$ cat src/rtl/keccak_pkg.sv
// Shared constants and encodings for the Keccak sponge controller and its datapath.
// Holds the permutation round count, lane widths, the datapath mux encodings and the FSM states.
// Also holds a small helper that maps an FSM state to the state_sel it drives.
package keccak_pkg;

  localparam int KECCAK_ROUNDS = 24;
  localparam int RATE_W        = 1088;
  localparam int STATE_W       = 1600;
  localparam int ROUND_IDX_W   = 5;

  // Datapath state mux select
  typedef enum logic [1:0] {
    SEL_HOLD  = 2'b00,
    SEL_CLEAR = 2'b01,
    SEL_XOR   = 2'b10,
    SEL_ROUND = 2'b11
  } sel_e;

  // Sponge controller states
  typedef enum logic [2:0] {
    ST_IDLE     = 3'd0,
    ST_CLEAR    = 3'd1,
    ST_WAIT_BLK = 3'd2,
    ST_ABSORB   = 3'd3,
    ST_PERMUTE  = 3'd4,
    ST_DONE     = 3'd5
  } fsm_e;

  // Mux select the datapath must see while the controller sits in state s
  function automatic sel_e sel_for(input fsm_e s);
    case (s)
      ST_CLEAR:   return SEL_CLEAR;
      ST_ABSORB:  return SEL_XOR;
      ST_PERMUTE: return SEL_ROUND;
      default:    return SEL_HOLD;
    endcase
  endfunction

endpackage

$ cat src/rtl/keccak_round_counter.sv
// Round-constant index counter for one Keccak-f permutation.
// Index is registered: start zeroes it, each enabled cycle advances it and wraps after the last round.
// No backpressure; o_done flags the enabled cycle that carries the final round index.
module keccak_round_counter #(
  parameter int NUM_ROUNDS = 24,
  parameter int IDX_W      = 5
) (
  input  logic             clk,
  input  logic             reset,
  input  logic             i_start,
  input  logic             i_en,
  output logic             o_done,
  output logic [IDX_W-1:0] o_idx
);

  localparam logic [IDX_W-1:0] LAST_IDX = IDX_W'(NUM_ROUNDS - 1);

  logic [IDX_W-1:0] r_idx;

  // Load zero on start, otherwise step through 0..NUM_ROUNDS-1 while enabled
  always_ff @(posedge clk) begin
    if (reset) begin
      r_idx <= '0;
    end else if (i_start) begin
      r_idx <= '0;
    end else if (i_en) begin
      r_idx <= (r_idx == LAST_IDX) ? '0 : r_idx + 1'b1;
    end
  end

  assign o_done = i_en & (r_idx == LAST_IDX);
  assign o_idx  = r_idx;

endmodule

$ cat src/rtl/keccak_sponge_ctrl.sv
// Sponge controller for Keccak-256: clears state, absorbs rate blocks, sequences NUM_ROUNDS rounds each.
// Handshake-to-digest latency for a final block is NUM_ROUNDS+1 cycles; outputs are registered.
// blk_ready is high only while waiting for a block; digest is held until digest_ack; abort always wins.
module keccak_sponge_ctrl
  import keccak_pkg::*;
#(
  parameter int NUM_ROUNDS = KECCAK_ROUNDS,
  parameter int CNT_W      = 16
) (
  input  logic                   clk,
  input  logic                   reset,
  input  logic                   msg_start,
  input  logic                   abort,
  input  logic                   blk_valid,
  input  logic                   blk_last,
  output logic                   blk_ready,
  output logic [1:0]             state_sel,
  output logic [ROUND_IDX_W-1:0] round_idx,
  output logic                   digest_valid,
  input  logic                   digest_ack,
  output logic                   busy,
  output logic [CNT_W-1:0]       blk_count
);

  fsm_e                   r_state;
  fsm_e                   w_nxt_state;
  sel_e                   r_sel;
  logic                   r_blk_ready;
  logic                   r_digest_valid;
  logic                   r_busy;
  logic                   r_last;
  logic [CNT_W-1:0]       r_blk_count;
  logic                   w_hs;
  logic                   w_cnt_start;
  logic                   w_cnt_en;
  logic                   w_cnt_done;
  logic [ROUND_IDX_W-1:0] w_cnt_idx;

  // A block is taken only in WAIT_BLK, and an abort in the same cycle cancels it
  assign w_hs        = (r_state == ST_WAIT_BLK) & blk_valid & ~abort;
  // Counter is held at zero outside PERMUTE so every permutation starts from round 0
  assign w_cnt_start = (r_state != ST_PERMUTE);
  assign w_cnt_en    = (r_state == ST_PERMUTE);

  keccak_round_counter #(
    .NUM_ROUNDS (NUM_ROUNDS),
    .IDX_W      (ROUND_IDX_W)
  ) u_round_cnt (
    .clk     (clk),
    .reset   (reset),
    .i_start (w_cnt_start),
    .i_en    (w_cnt_en),
    .o_done  (w_cnt_done),
    .o_idx   (w_cnt_idx)
  );

  // Next-state decision; abort overrides every other input outside IDLE
  always_comb begin
    w_nxt_state = r_state;
    if (r_state != ST_IDLE && abort) begin
      w_nxt_state = ST_IDLE;
    end else begin
      case (r_state)
        ST_IDLE:     if (msg_start) w_nxt_state = ST_CLEAR;
        ST_CLEAR:    w_nxt_state = ST_WAIT_BLK;
        ST_WAIT_BLK: if (blk_valid) w_nxt_state = ST_ABSORB;
        ST_ABSORB:   w_nxt_state = ST_PERMUTE;
        ST_PERMUTE:  if (w_cnt_done) w_nxt_state = r_last ? ST_DONE : ST_WAIT_BLK;
        ST_DONE: begin
          if (digest_ack) w_nxt_state = msg_start ? ST_CLEAR : ST_IDLE;
        end
        default:     w_nxt_state = ST_IDLE;
      endcase
    end
  end

  // State register with outputs registered from the state being entered
  always_ff @(posedge clk) begin
    if (reset) begin
      r_state        <= ST_IDLE;
      r_sel          <= SEL_HOLD;
      r_blk_ready    <= 1'b0;
      r_digest_valid <= 1'b0;
      r_busy         <= 1'b0;
      r_last         <= 1'b0;
      r_blk_count    <= '0;
    end else begin
      r_state        <= w_nxt_state;
      r_sel          <= sel_for(w_nxt_state);
      r_blk_ready    <= (w_nxt_state == ST_WAIT_BLK);
      r_digest_valid <= (w_nxt_state == ST_DONE);
      r_busy         <= (w_nxt_state != ST_IDLE);
      if (w_hs) begin
        r_last <= blk_last;
      end
      if (r_state == ST_CLEAR) begin
        r_blk_count <= '0;
      end else if (r_state == ST_ABSORB && r_blk_count != {CNT_W{1'b1}}) begin
        r_blk_count <= r_blk_count + 1'b1;
      end
    end
  end

  assign blk_ready    = r_blk_ready;
  assign state_sel    = r_sel;
  assign round_idx    = (r_state == ST_PERMUTE) ? w_cnt_idx : '0;
  assign digest_valid = r_digest_valid;
  assign busy         = r_busy;
  assign blk_count    = r_blk_count;

endmodule

$ cat config.mk
export PLATFORM = sky130hd
export DESIGN_NAME = keccak_sponge_ctrl
export DESIGN_NICKNAME = d
export VERILOG_FILES = /design/src/rtl/keccak_pkg.sv /design/src/rtl/keccak_round_counter.sv /design/src/rtl/keccak_sponge_ctrl.sv
export SDC_FILE = /design/constraint.sdc
export NUM_CORES = 1
export LEC_CHECK = 0
export BUFFER_PORTS_ARGS = -buffer_cell sky130_fd_sc_hd__buf_2
export CORE_MARGIN = 2
export CORE_UTILIZATION = 45
export DETAILED_ROUTE_END_ITERATION = 7
export GPL_ROUTABILITY_DRIVEN = 0
export GPL_TIMING_DRIVEN = 0
export MAX_ROUTING_LAYER = met4
export PLACE_DENSITY = 0.68
export RECOVER_POWER = 25
export SYNTH_ARGS = -nofsm -noshare
export SYNTH_HDL_FRONTEND = slang
export SYNTH_SLANG_ARGS = --single-unit
$ cat constraint.sdc
create_clock -name clk -period 2.55 [get_ports clk]
set_input_delay 0.1275 -clock clk [delete_from_list [all_inputs] [get_ports clk]]
set_output_delay 0.1275 -clock clk [all_outputs]
set_load 0.02 [all_outputs]
* After elaboration in Yosys (flattened, before gate mapping)
Index checks and enable logic that the tools add are counted.
** Word-level totals
- Output and inout port bits :: 26
- Register bits after elaboration :: 30
- Input port bits :: 7
** Cells by class
- Equality and inequality tests :: 13
- Add/subtract/negate cells :: 2
- Mux-type cells :: 11
- Reduce and logical (&&, ||, !) cells :: 7
- Bitwise logic cells :: 4
** Operator list (number)
- $mux 3 :: 6
- $pmux 3 s6 :: 1
- $add 16x1->16 const B :: 1
- $ne 16x16->1 const B :: 1
- $eq 3x2->1 const B :: 4
- $eq 3x3->1 const B :: 4
- $mux 5 :: 2
- $eq 3x1->1 const B :: 2
- $pmux 2 s3 :: 1
- $reduce_bool 3->1 :: 2
- $add 5x1->5 const B :: 1
- $eq 5x5->1 const B :: 1
- $reduce_or 2->1 :: 2
- $and 1x1->1 :: 3
- $logic_not 3->1 :: 1
- $ne 3x3->1 const B :: 1
- $logic_and 1x1->1 :: 2
- $mux 1 :: 1
- $not 1->1 :: 1

* Longest topological paths before layout
- Depth in word-level cells :: 7
- Mapped depth :: 7

* By module
From an unflattened synthesis, not the netlist that was laid out.
** Second synthesis, totals
- Cell total of the unflattened synthesis :: 170
- Area, all modules :: 1512.7 um^2
** By module, submodules not included
- keccak_sponge_ctrl :: area an instance 1287.5 um^2, times used 1, cells each 146, sequential area each 500.5 um^2
- keccak_round_counter :: area an instance 225.2 um^2, times used 1, cells each 24, sequential area each 100.1 um^2

* Least setup slack after synthesis
OpenSTA, ideal clock, no wires.
- Path type :: register -> register
- Start point :: register r_blk_count[0], in the netlist blk_count[0]
- End point :: register r_blk_count[4], in the netlist blk_count[4]
- Setup time :: 0.120 ns
- Period minus slack after synthesis :: 1.633 ns
- Data required time :: 2.430 ns
- Slack :: 0.917 ns
- Data arrival time :: 1.514 ns
- Cell stages (with the launch flop) :: 8
- Buffers on the path :: 1
- Cell sequence :: dfxtp_1 ha_1 and3_1 and4_1 buf_2 nor3b_1 xnor2_1 nor2_1
** On the way
- Word-level cells in the longest chain between the ends :: 2
** Ends and longest elaborated chain
- from (decl) :: line keccak_sponge_ctrl.sv:32 : logic [CNT_W-1:0] r_blk_count;
- from (signal assigned) :: line keccak_sponge_ctrl.sv:99 : r_blk_count <= r_blk_count + 1'b1;
- parallel branches: the longest is 2 deep, another holds $add 16x1->16
Several ways; the timed one is not identified.
A chain may end at the register's enable or synchronous reset.

==> summary.md <==
| Metric | Value |
|---|---|
| CTS tree | yes |
| Io pins | 33 |
| Mapped Cells | 169 |
| Antenna violations before repair | 0 |
| Worst reg-to-reg path cell count | 6 |
| Outcome | finished, final reports clean |
| Layout filler cell count | 311 |
| Antenna viol nets, final | 0 |
| Primary FF master, synth | dfxtp_1 |
| VDD IR-drop max | 0.0003200 V |
| Max-slew violations | 0 |
| Synth warnings | 0 |
| CTS root buf | clkbuf_4 |
| EDFF count, synth | 0 |
| Post-Layout Cell Count | 253 |
| Worst Path Class, Setup | flop to flop |
| # diodes | 0 |
| Setup TNS | 0 ns |
| Starting Density | 47.94% |
| Core area | 3103 µm² |
| Layout cells sized above 1 | 17.70% |
| Final worst path period share | 71.81% |
| Fin. Hold Viols | 0 |
| Drt wl/cell | 12.50 µm |
| First-pass GRT wire length | 5133 µm |
| Via density per instance | 5.158 |
| Ys async rst share | 0% |
| Rows | 20 |
| Tot GR Track Use | 19.23% |
| Synthesized area | 1488 µm² |
| CTS buffer count | 5 |
| Cell taking the most area after synthesis | dfxtp_1 |
| HPWL Detailed | 2354 µm |
| Worst path required time | 2.79 ns |
| Rel. slew slack | 71.30% |
| Syn nets | 178 |
| Max cap viols | 0 |
| Post-cts resize count | 0 |
| Fmax achieved | 546.1 MHz |
| Total grt overflow | 0 |
| Fin nets | 217 |
| Crit path time final | 1.831 ns |
| Clock transition at the registers of the reported paths | 0.10 ns |
| CP Capture Type | flop |
| Mapped Avg Cell Area | 8.803 µm² |
| Placed insts | 245 |
| Flops & latches, synth | 30 |
| RSZ-0062 raised after global routing | false |
| Hold path cells | 2 |
| Synth top area share | 40.37% |
| I/O Buffers | 32 |
| Worst-Skew Late Latency | 0.34 ns |
| PwrDens | 537.1 nW/µm² |
| DIE AREA | 3782 µm² |
| Hold buffers post-CTS | 0 |
| Pin count of the biggest net entering global routing | 11 |
| Synthesis-to-finish area growth | 18.59% |
| Sink Count | 30 |
| Synth top area cells | dfxtp_1 40%, nor2_1 5.6%, xor2_1 5.3%, and2_1 5.0%, nand2_1 3.5% |
| Register area share after synthesis | 40.37% |
| Via count | 1,305 |
| Worst-Margin Slew | 0.4305 ns |
| Worst hold path type | input port to flop |
| Setup Fix Bufs, Post-CTS | 0 |
| WL final | 3163 µm |
| Vias in the first global route | 1,148 |
| Worst Clk Skew | 0.008069 ns |
| Largest buffer count on any clock path | 2 |
| Die Ht | 61.50 µm |
| Final setup vio count | 0 |
| H-tree levels | 2 |
| Cell variety after synth | 41 |
| LEAKAGE | 0.7062 nW |
| DRC | 0 |
| Die width | 61.50 µm |
| Drt pass-1 iters | 4 |
| DR iter-0 viols | 49 |
| Worst setup SP type | flop |
| Crit Path Max Fanout | 5 |
| Worst EP arrival | 2.07 ns |
==> final cells by class <==
class                      count  area, µm²  area share [%]
sequential                    30      600.6           34.04
clock buffer                   8      78.83           4.468
tap                           44      55.05           3.121
buffer                         6      32.53           1.844
multi-input combinational    131      847.1           48.01
inverter                       2      7.507          0.4255
timing repair buffer          32      142.6           8.085
==> power by group <==
group          leakage, nW  switching [mW]  total (mW)  internal [mW]
clock network       0.0446           0.173       0.361          0.188
registers            0.243         0.00786       0.489          0.481
logic                0.419          0.0613      0.0972         0.0358
total                0.706           0.242       0.948          0.705
==> sequential cells by signal, indices dropped and copies added (netlist names) <==
| register | flops |
|---|---|
| busy | 1 |
| u_round_cnt.o_idx | 5 |
| blk_ready | 1 |
| digest_valid | 1 |
| blk_count | 16 |
| state_sel | 2 |
| r_last | 1 |
| r_state | 3 |
==> placed cells by master (no fill, tap or decap), types with 2 or more instances in the layout <==
| master | Yosys | final |
|---|---|---|
| a21oi_1 | 6 | 6 |
| and2_1 | 12 | 12 |
| and3_1 | 5 | 5 |
| and4_1 | 5 | 5 |
| and4b_1 | 2 | 2 |
| buf_2 | 2 | 20 |
| buf_4 | 2 | 2 |
| clkbuf_1 | 2 | 16 |
| clkbuf_4 | 0 | 5 |
| clkbuf_8 | 0 | 3 |
| dfxtp_1 | 30 | 30 |
| ha_1 | 2 | 2 |
| inv_1 | 2 | 2 |
| nand2_1 | 14 | 14 |
| nand2b_1 | 3 | 3 |
| nand3_1 | 4 | 4 |
| nand4_1 | 5 | 5 |
| nand4b_1 | 2 | 2 |
| nor2_1 | 22 | 22 |
| nor2b_1 | 2 | 2 |
| nor3_2 | 3 | 3 |
| nor3b_1 | 3 | 3 |
| nor3b_2 | 2 | 2 |
| o2111ai_1 | 2 | 2 |
| o21ai_0 | 4 | 4 |
| o21ai_1 | 2 | 2 |
| or3_1 | 2 | 2 |
| xnor2_1 | 6 | 6 |
| xor2_1 | 9 | 9 |
==> worst max-delay path: stages, from the launching register on <==
cell and delay, ns:
dfxtp_1 0.39, ha_1 0.24, nand4b_1 0.18, nor4b_1 0.32
o311a_1 0.28, nand2_1 0.09, a31o_1 0.23
==> path summary, 6_finish.rpt <==
kind,start,endpoint,slack (ns)
max reg2reg,u_round_cnt.o_idx[0],r_last,0.72
max,u_round_cnt.o_idx[0],r_last,0.72
min reg2reg,u_round_cnt.o_idx[0],u_round_cnt.o_idx[0],0.48
min,reset,state_sel[0],0.04
==> per-stage QoR <==
step	utilization [%]	instance area (µm²)	setup WS (ns)	hold WS (ns)	power (mW)
4_1_cts	57.42	1782	0.7133	0.03133	0.9573
3_5_place_dp	54.88	1703	0.7304	0.3880	0.5993
5_1_grt	56.85	1764	0.5959	0.03073	0.9882
6_report	56.85	1764	0.7189	0.03586	0.9476
3_3_place_gp	54.88	1703	0.7940	0.3787	0.5974
2_1_floorplan	-	1488	0.9166	0.1966	0.5702
==> per-layer routing <==
metal / part of all wire, % / up-vias / GRT usage [%]
li1: - / 674 / -
met5: 0 / - / -
met1: 47 / 589 / 22.78
met4: 1.5 / 0 / 9.119
met2: 46 / 36 / 29.77
met3: 5.2 / 6 / 5.672
==> Yosys cell counts, drive strengths merged, types with 2 or more instances <==
| library cell | n |
|---|---|
| a21oi | 6 |
| and2 | 12 |
| and3 | 5 |
| and4 | 5 |
| and4b | 2 |
| buf | 4 |
| clkbuf | 2 |
| dfxtp | 30 |
| ha | 2 |
| inv | 2 |
| nand2 | 14 |
| nand2b | 3 |
| nand3 | 4 |
| nand4 | 5 |
| nand4b | 2 |
| nor2 | 22 |
| nor2b | 2 |
| nor3 | 4 |
| nor3b | 5 |
| o2111ai | 2 |
| o21ai | 6 |
| or3 | 2 |
| xnor2 | 6 |
| xor2 | 9 |
==> logic make-up after synthesis <==
kind of cell	Yosys count	share of synthesized area [%]
flip-flops	30	40.37
buffers and inverters	8	2.691
AO/OA/AOI/OAI	24	11.10
XOR/XNOR	15	8.831
AND/OR/NAND/NOR	90	35.32
adder cells (fa/ha/maj)	2	1.682
(Power assumes the default switching activity.)
